`config.mk`:
```
export PLATFORM = sky130hd
export DESIGN_NAME = sound_trigger_scheduler_flat
export DESIGN_NICKNAME = d
export VERILOG_FILES = /design/src/rtl/sound_sched_pkg.sv /design/src/rtl/sound_trigger_scheduler_if.sv /design/src/rtl/sound_trigger_channel.sv /design/src/rtl/sound_trigger_scheduler.sv /design/src/flat_wrapper.sv
export SDC_FILE = /design/constraint.sdc
export NUM_CORES = 1
export LEC_CHECK = 0
export ABC_AREA = 1
export CAP_MARGIN = 20
export CORE_MARGIN = 4
export CORE_UTILIZATION = 30
export CTS_CLUSTER_DIAMETER = 80
export CTS_CLUSTER_SIZE = 30
export DETAILED_ROUTE_END_ITERATION = 8
export PLACE_DENSITY = 0.48
export SLEW_MARGIN = 40
export SYNTH_ARGS = -nofsm -noshare
export SYNTH_HDL_FRONTEND = slang
export SYNTH_SLANG_ARGS = --single-unit
```
`constraint.sdc`:
```
create_clock -name clk -period 6.5 [get_ports clk]
set_clock_uncertainty 0.2 [all_clocks]
set_input_delay 1.3 -clock clk [delete_from_list [all_inputs] [get_ports clk]]
set_output_delay 1.3 -clock clk [all_outputs]
set_load 0.005 [all_outputs]
```
`src/rtl/sound_sched_pkg.sv`:
```
// Shared definitions for the sound trigger scheduler.
//   state_e   : per-channel scheduling state (IDLE, WAIT, RUN, HOLD)
//   cnt_width : minimum hold-counter width able to hold a given count
package sound_sched_pkg;

  typedef enum logic [1:0] {
    IDLE = 2'd0,
    WAIT = 2'd1,
    RUN  = 2'd2,
    HOLD = 2'd3
  } state_e;

  // Bits needed to represent 0..max_count inclusive.
  function automatic int cnt_width(input int max_count);
    return (max_count < 1) ? 1 : $clog2(max_count + 1);
  endfunction

endpackage

```
`src/rtl/sound_trigger_scheduler_if.sv`:
```
// Bus between the sound-latch side and the trigger scheduler.
//   audio_clk_en : one-clk strobe at the audio sample rate
//   trig_in      : raw CPU latch trigger bits (may be asynchronous)
//   en_out       : registered enable per discrete sound circuit
//   active_count : number of currently enabled channels
//   drop_pulse   : one-clk pulse when a waiting request is withdrawn
// master drives the triggers and strobe, slave is the scheduler.
interface sound_trigger_scheduler_if #(
  parameter int NUM_SOUNDS = 4,
  parameter int MAX_ACTIVE = 2
);
  localparam int ACT_W = $clog2(MAX_ACTIVE + 1);

  logic                  audio_clk_en;
  logic [NUM_SOUNDS-1:0] trig_in;
  logic [NUM_SOUNDS-1:0] en_out;
  logic [ACT_W-1:0]      active_count;
  logic                  drop_pulse;

  modport master (
    output audio_clk_en, trig_in,
    input  en_out, active_count, drop_pulse
  );

  modport slave (
    input  audio_clk_en, trig_in,
    output en_out, active_count, drop_pulse
  );
endinterface

```
`src/rtl/sound_trigger_channel.sv`:
```
// One trigger channel: IDLE/WAIT/RUN/HOLD state machine, minimum-hold
// counter and the previous-req register used for retrigger detection.
// Everything advances only on clk edges where tick is high.
// Ports:
//   clk, rst_n : clock, asynchronous active-low reset
//   tick       : audio sample strobe
//   req        : conditioned active-high request
//   grant      : slot granted this tick (only meaningful in IDLE/WAIT)
//   preempt    : this channel is the preemption victim this tick
//   state      : current state
//   occupied   : registered "channel holds a slot" (RUN or HOLD)
module sound_trigger_channel
  import sound_sched_pkg::*;
#(
  parameter int MIN_HOLD_SAMPLES = 2400,
  parameter int CNT_W            = 16
) (
  input  logic   clk,
  input  logic   rst_n,
  input  logic   tick,
  input  logic   req,
  input  logic   grant,
  input  logic   preempt,
  output state_e state,
  output logic   occupied
);
  // Never narrower than what the hold length needs.
  localparam int HOLD_W = (CNT_W > cnt_width(MIN_HOLD_SAMPLES)) ?
                          CNT_W : cnt_width(MIN_HOLD_SAMPLES);
  localparam logic [HOLD_W-1:0] HOLD_MAX = HOLD_W'(MIN_HOLD_SAMPLES);
  localparam logic [HOLD_W-1:0] CNT_ONE  = HOLD_W'(1);

  state_e             state_reg, state_next;
  logic [HOLD_W-1:0]  cnt_reg, cnt_next;
  logic               req_prev_reg;
  logic               occupied_reg;

  always_ff @(posedge clk or negedge rst_n) begin
    if (!rst_n) begin
      state_reg    <= IDLE;
      cnt_reg      <= '0;
      req_prev_reg <= 1'b0;
      occupied_reg <= 1'b0;
    end else if (tick) begin
      state_reg    <= state_next;
      cnt_reg      <= cnt_next;
      req_prev_reg <= req;
      occupied_reg <= (state_next == RUN) || (state_next == HOLD);
    end
  end

  always_comb begin
    state_next = state_reg;
    cnt_next   = cnt_reg;
    if (preempt) begin
      state_next = IDLE;
      cnt_next   = '0;
    end else begin
      case (state_reg)
        IDLE: begin
          if (req) begin
            if (grant) begin
              state_next = RUN;
              cnt_next   = CNT_ONE;
            end else begin
              state_next = WAIT;
            end
          end
        end
        WAIT: begin
          if (!req) begin
            state_next = IDLE;
          end else if (grant) begin
            state_next = RUN;
            cnt_next   = CNT_ONE;
          end
        end
        RUN: begin
          if (req) begin
            if (cnt_reg < HOLD_MAX) cnt_next = cnt_reg + CNT_ONE;
          end else if (cnt_reg >= HOLD_MAX) begin
            state_next = IDLE;
            cnt_next   = '0;
          end else begin
            state_next = HOLD;
            cnt_next   = cnt_reg + CNT_ONE;
          end
        end
        HOLD: begin
          // Only a fresh rising edge restarts; a level held high does not.
          if (req && !req_prev_reg) begin
            state_next = RUN;
            cnt_next   = CNT_ONE;
          end else if (cnt_reg >= HOLD_MAX) begin
            state_next = IDLE;
            cnt_next   = '0;
          end else begin
            cnt_next = cnt_reg + CNT_ONE;
          end
        end
        default: begin
          state_next = IDLE;
          cnt_next   = '0;
        end
      endcase
    end
  end

  assign state    = state_reg;
  assign occupied = occupied_reg;

endmodule

```
`src/rtl/sound_trigger_scheduler.sv`:
```
// Sound trigger scheduler: synchronises and polarity-normalises the CPU
// sound-latch bits, enforces a minimum enable time per sound and limits
// the number of simultaneously enabled circuits by fixed priority
// (index 0 highest).
// Ports:
//   clk    : system clock
//   I_RSTn : asynchronous active-low reset
//   bus    : sound_trigger_scheduler_if.slave (audio_clk_en, trig_in,
//            en_out, active_count, drop_pulse)
// Optional build macro SOUND_SCHED_PREEMPT_EN: when no slot is free, the
// highest-priority candidate may take the slot of the highest-index HOLD
// channel of lower priority (one preemption per tick).
module sound_trigger_scheduler
  import sound_sched_pkg::*;
#(
  parameter int                    NUM_SOUNDS       = 4,
  parameter int                    MAX_ACTIVE       = 2,
  parameter int                    MIN_HOLD_SAMPLES = 2400,
  parameter logic [NUM_SOUNDS-1:0] ACTIVE_LOW_MASK  = '0,
  parameter int                    CNT_W            = 16
) (
  input logic                      clk,
  input logic                      I_RSTn,
  sound_trigger_scheduler_if.slave bus
);
  localparam int ACT_W = $clog2(MAX_ACTIVE + 1);

  logic [NUM_SOUNDS-1:0] sync1_reg, sync2_reg;
  logic [NUM_SOUNDS-1:0] req;
  logic [NUM_SOUNDS-1:0] cand;
  logic [NUM_SOUNDS-1:0] withdraw;
  logic [NUM_SOUNDS-1:0] grant_base;
  logic [NUM_SOUNDS-1:0] grant;
  logic [NUM_SOUNDS-1:0] preempt;
  logic [NUM_SOUNDS-1:0] occupied;
  state_e                chan_state [NUM_SOUNDS];
  logic                  drop_reg;
  logic [ACT_W-1:0]      act_count;
  int                    free_num;

  // Two-flop synchroniser; resets to the inactive input level.
  always_ff @(posedge clk or negedge I_RSTn) begin
    if (!I_RSTn) begin
      sync1_reg <= ACTIVE_LOW_MASK;
      sync2_reg <= ACTIVE_LOW_MASK;
    end else begin
      sync1_reg <= bus.trig_in;
      sync2_reg <= sync1_reg;
    end
  end

  assign req = sync2_reg ^ ACTIVE_LOW_MASK;

  for (genvar gi = 0; gi < NUM_SOUNDS; gi++) begin : g_chan
    // A WAIT channel whose request has gone is leaving this tick, so it
    // must not soak up a slot that a lower-priority requester could use.
    assign cand[gi]     = req[gi] && ((chan_state[gi] == IDLE) || (chan_state[gi] == WAIT));
    assign withdraw[gi] = (chan_state[gi] == WAIT) && !req[gi];

    sound_trigger_channel #(
      .MIN_HOLD_SAMPLES (MIN_HOLD_SAMPLES),
      .CNT_W            (CNT_W)
    ) u_chan (
      .clk      (clk),
      .rst_n    (I_RSTn),
      .tick     (bus.audio_clk_en),
      .req      (req[gi]),
      .grant    (grant[gi]),
      .preempt  (preempt[gi]),
      .state    (chan_state[gi]),
      .occupied (occupied[gi])
    );
  end

  // Fixed-priority grant from pre-tick occupancy: slots released on this
  // tick only become free on the following one.
  always_comb begin
    int occ_num;
    int given;
    occ_num = 0;
    for (int i = 0; i < NUM_SOUNDS; i++) begin
      if (occupied[i]) occ_num++;
    end
    free_num   = MAX_ACTIVE - occ_num;
    given      = 0;
    grant_base = '0;
    for (int i = 0; i < NUM_SOUNDS; i++) begin
      if (cand[i] && (given < free_num)) begin
        grant_base[i] = 1'b1;
        given++;
      end
    end
  end

`ifdef SOUND_SCHED_PREEMPT_EN
  logic [NUM_SOUNDS-1:0] grant_pre;

  always_comb begin
    int first_cand;
    int victim;
    first_cand = NUM_SOUNDS;
    victim     = NUM_SOUNDS;
    grant_pre  = '0;
    preempt    = '0;
    for (int i = 0; i < NUM_SOUNDS; i++) begin
      if (cand[i] && (first_cand == NUM_SOUNDS)) first_cand = i;
    end
    // Last match wins: the lowest-priority HOLD channel below the candidate.
    for (int i = 0; i < NUM_SOUNDS; i++) begin
      if ((chan_state[i] == HOLD) && (i > first_cand)) victim = i;
    end
    if ((free_num == 0) && (victim < NUM_SOUNDS)) begin
      for (int i = 0; i < NUM_SOUNDS; i++) begin
        if (i == first_cand) grant_pre[i] = 1'b1;
        if (i == victim)     preempt[i]   = 1'b1;
      end
    end
  end

  assign grant = grant_base | grant_pre;
`else
  assign grant   = grant_base;
  assign preempt = '0;
`endif

  // Withdrawal is registered so the pulse lasts exactly one clk.
  always_ff @(posedge clk or negedge I_RSTn) begin
    if (!I_RSTn) begin
      drop_reg <= 1'b0;
    end else begin
      drop_reg <= bus.audio_clk_en && (|withdraw);
    end
  end

  // Popcount of the registered enables, so it always matches en_out.
  always_comb begin
    act_count = '0;
    for (int i = 0; i < NUM_SOUNDS; i++) begin
      act_count = act_count + ACT_W'(occupied[i]);
    end
  end

  assign bus.en_out       = occupied;
  assign bus.active_count = act_count;
  assign bus.drop_pulse   = drop_reg;

endmodule

```
`src/flat_wrapper.sv`:
```
// flat-port wrapper written by rule: the top's interface ports become plain ports
module sound_trigger_scheduler_flat import sound_sched_pkg::*;
#(
  parameter int                    NUM_SOUNDS       = 4,
  parameter int                    MAX_ACTIVE       = 2,
  parameter int                    MIN_HOLD_SAMPLES = 2400,
  parameter logic [NUM_SOUNDS-1:0] ACTIVE_LOW_MASK  = '0,
  parameter int                    CNT_W            = 16
)
  (clk, I_RSTn, bus_audio_clk_en, bus_trig_in, bus_en_out, bus_active_count, bus_drop_pulse);
  sound_trigger_scheduler_if #(.NUM_SOUNDS(NUM_SOUNDS), .MAX_ACTIVE(MAX_ACTIVE)) bus_i ();
  input logic clk;
  input logic I_RSTn;
  input wire logic [$bits(bus_i.audio_clk_en)-1:0] bus_audio_clk_en;
  input wire logic [$bits(bus_i.trig_in)-1:0] bus_trig_in;
  output wire logic [$bits(bus_i.en_out)-1:0] bus_en_out;
  output wire logic [$bits(bus_i.active_count)-1:0] bus_active_count;
  output wire logic [$bits(bus_i.drop_pulse)-1:0] bus_drop_pulse;
  assign bus_i.audio_clk_en = bus_audio_clk_en;
  assign bus_i.trig_in = bus_trig_in;
  assign bus_en_out = bus_i.en_out;
  assign bus_active_count = bus_i.active_count;
  assign bus_drop_pulse = bus_i.drop_pulse;
  sound_trigger_scheduler #(.NUM_SOUNDS(NUM_SOUNDS), .MAX_ACTIVE(MAX_ACTIVE), .MIN_HOLD_SAMPLES(MIN_HOLD_SAMPLES), .ACTIVE_LOW_MASK(ACTIVE_LOW_MASK), .CNT_W(CNT_W)) u_core (.clk(clk), .I_RSTn(I_RSTn), .bus(bus_i));
endmodule
```
==> flow_metrics.tcl <==
set metrics [dict create \
    grt_pass1_vias 4207 \
    rsz0062_at_grt "false" \
    slowest_stage "dfrtp_1" \
    syn_nets 689 \
    fin_crit_ps 5514 \
    worst_pin_slew_ps 690.9 \
    holdCritStartpoint "u_core.sync1_reg[1]" \
    die_area_sq_um 19620 \
    final_hold_viol_count 0 \
    grt_max_degree 46 \
    rr_startpoint "u_core.g_chan[1].u_chan.occupied" \
    postRouteAntennaNets 0 \
    critPathMaxFanout 16 \
    cts_tree "yes" \
    maxSlewHeadroom 0.5379 \
    start_kind "register" \
    crit_buf_inv 6 \
    wirelength_microns 10780 \
    remaining_drc_errors 0 \
    syn_to_final_growth_pct 12.08 \
    clockBufferDepth 2 \
    htree_num_levels 3 \
    layout_commonest_cell "nand2_1" \
    crit_path_end_kind "register" \
    wire_per_inst_microns 12.01 \
    die_w_microns 140.1 \
    place.gp.congestion 0.8289 \
    hpwlAfterDp_microns 7862 \
    num_rows 48 \
    reg2reg_to "u_core.g_chan[3].u_chan.cnt_reg[6]" \
    max_stage_delay_ps 440 \
    clkTransAtPathRegs_ps 70 \
    yosysTopAreaCell "dfrtp_1" \
    worstPathArrival_ps 5560 \
    port_buffers 13 \
    seq_area_frac_synth 0.4256 \
    overflow 0 \
    drive_gt1_frac 0.07727 \
    final_cell_mix "nand2_1 (126), inv_1 (92), dfrtp_1 (89), nor2_1 (83), nand3_1 (39)" \
    viasPerCell 4.629 \
    setup_viol 0 \
    postSynthCellCount 660 \
    numCtsBuffers 9 \
    insertion_delay_ps 350 \
    grt_pass1_wl_microns 19310 \
    dp_slack_ps 889.7 \
    hold_buffers 0 \
    ir_worst_vdd_v 0.0001605 \
    drt_iter0_drc 244 \
    synthArstFlopShare 1.000 \
    synthTopCellsByArea "dfrtp_1 (43%), nand2_1 (9.0%), inv_1 (6.6%), nor2_1 (6.0%), ha_1 (5.0%)" \
    drtPass1Iterations 5 \
    syn-cell-area_sq_um 5233 \
    required_ps 6540 \
    status "completed" \
    rr_worst_depth 38 \
    crit_type "reg2reg" \
    cts_setup_buffers 0 \
    synth_seq_cells 89 \
    cpMostUsedCell "nand2_1" \
    timing.fmax_ghz 0.1814 \
    postLayoutCellArea_sq_um 5864 \
    finalPower_mw 2.244 \
    largest_reg_flops 64 \
    antenna_found_initial 0 \
    ys_types 47 \
    ioPinCount 14 \
    antenna_cells 0 \
    root_buffer "clkbuf_16" \
    vias 4157 \
    start_util 0.3046 \
    power.density_nw_per_um2 382.6 \
    synthFlopType "dfrtp_1" \
    tns_ps 0 \
    avgSynthCellArea_sq_um 7.928 \
    worstSetupStartpoint "u_core.g_chan[1].u_chan.occupied" \
    ff2ff_setup_slack_ps 990 \
    leakage_nw 2.702 \
    hold_end "u_core.req[1]" \
    placed_cell_area_sq_um 5527 \
    finalCritPeriodShare 0.8483 \
    synth_top_cell_area_share 0.4256 \
    cts_sinks 89 \
    synth_edf_count 0 \
    fp.dieH_microns 140.1 \
    layout_setup_ws_ps 986.3 \
    core_area_sq_um 17180 \
    final_nets 698 \
    fin_util 0.3414 \
    min_path_cells 0 \
    cpLargestDelayFamily "simple AND/OR/NAND/NOR gates" \
    cap_violations 0 \
    hold_class "reg2reg" \
    grtUsageTotal 0.1184 \
    slew_viol_final 0 \
    fillCellCount 1825 \
    post_cts_resized 0 \
    ys_warn_count 0 \
]
[worst reg2reg max path, delay by kind of cell, from the launching register on]
family	cells	cell delay, ps
simple gates	25	2480
buf+inv	6	410
compound gates	1	200
flops	1	440
fa+ha+maj	6	1660
[layer usage]
metal,vias to the layer above,wire length (microns),GRT usage
li1,2132,-,-
met1,1983,5003,0.1395
met2,28,5379,0.2097
met3,14,234,0.03039
met4,0,165,0.03978
met5,-,0,0
[Yosys cell counts, types with 2 or more instances]
cell type	n
nand4_1	10
ha_1	21
o21a_1	2
buf_4	6
nor3b_1	4
nor2_1	83
buf_2	2
nor2_2	3
buf_6	5
nand3b_1	2
nand3_1	39
o211ai_1	3
nand3_4	2
o41ai_1	4
nor4_1	3
nand2_2	11
nor3_1	21
dfrtp_1	89
inv_2	5
a21oi_1	23
xor2_1	17
nand2_4	3
inv_1	92
xnor2_1	6
nand3_2	2
a21boi_0	4
o21ai_0	36
clkinv_1	2
o21ai_1	6
clkbuf_1	5
o22ai_1	3
o2111ai_1	2
a31oi_1	4
or2_2	2
nand2_1	126
[where the power goes]
part           internal [mW]  switching (mW)  leakage, nW
clock                  0.366           0.213        0.162
sequential             0.651          0.0959         1.18
combinational          0.338           0.580         1.36
total                   1.36           0.889         2.70
[how the worst max path moves through the flow]
stage / cells past startpoint / slack [ps] / to
after CTS: 38 / 880 / u_core.g_chan[3].u_chan.cnt_reg[6]
after detailed placement: 38 / 890 / u_core.g_chan[3].u_chan.cnt_reg[6]
after global placement: 39 / 1120 / u_core.g_chan[3].u_chan.cnt_reg[1]
after global routing: 38 / 330 / u_core.g_chan[3].u_chan.cnt_reg[11]
final: 38 / 990 / u_core.g_chan[3].u_chan.cnt_reg[6]
after floorplan: 40 / 1580 / u_core.g_chan[3].u_chan.cnt_reg[9]
[stage by stage]
stage | hold slack, ps | instances
5_1_grt | 163.3 | 898
6_report | 159.0 | 898
3_3_place_gp | 144.9 | 882
4_1_cts | 161.2 | 897
2_1_floorplan | 131.2 | 660
3_5_place_dp | 145.0 | 882
[kinds of logic after synthesis]
group	after synthesis	share of synthesized area
AOI/OAI and AO/OA	93	0.1086
DFF	89	0.4256
buffers and inverters	117	0.09589
adders and majority gates	22	0.05404
xor gates and xnor gates	23	0.03850
other	1	0.0007167
and+or+nand+nor	315	0.2767
[final cells by class]
cell class / instances / area [sq um] / share of cell area
well taps: 225 / 281.5 / 0.04801
clock inverters: 2 / 60.06 / 0.01024
repair buffers: 16 / 150.1 / 0.02560
flip-flops and latches: 89 / 2227 / 0.3798
inverters: 99 / 371.6 / 0.06337
multi-input cells: 454 / 2504 / 0.4269
clock buffers: 13 / 270.3 / 0.04608
Power figures use the tool's default switching activity.
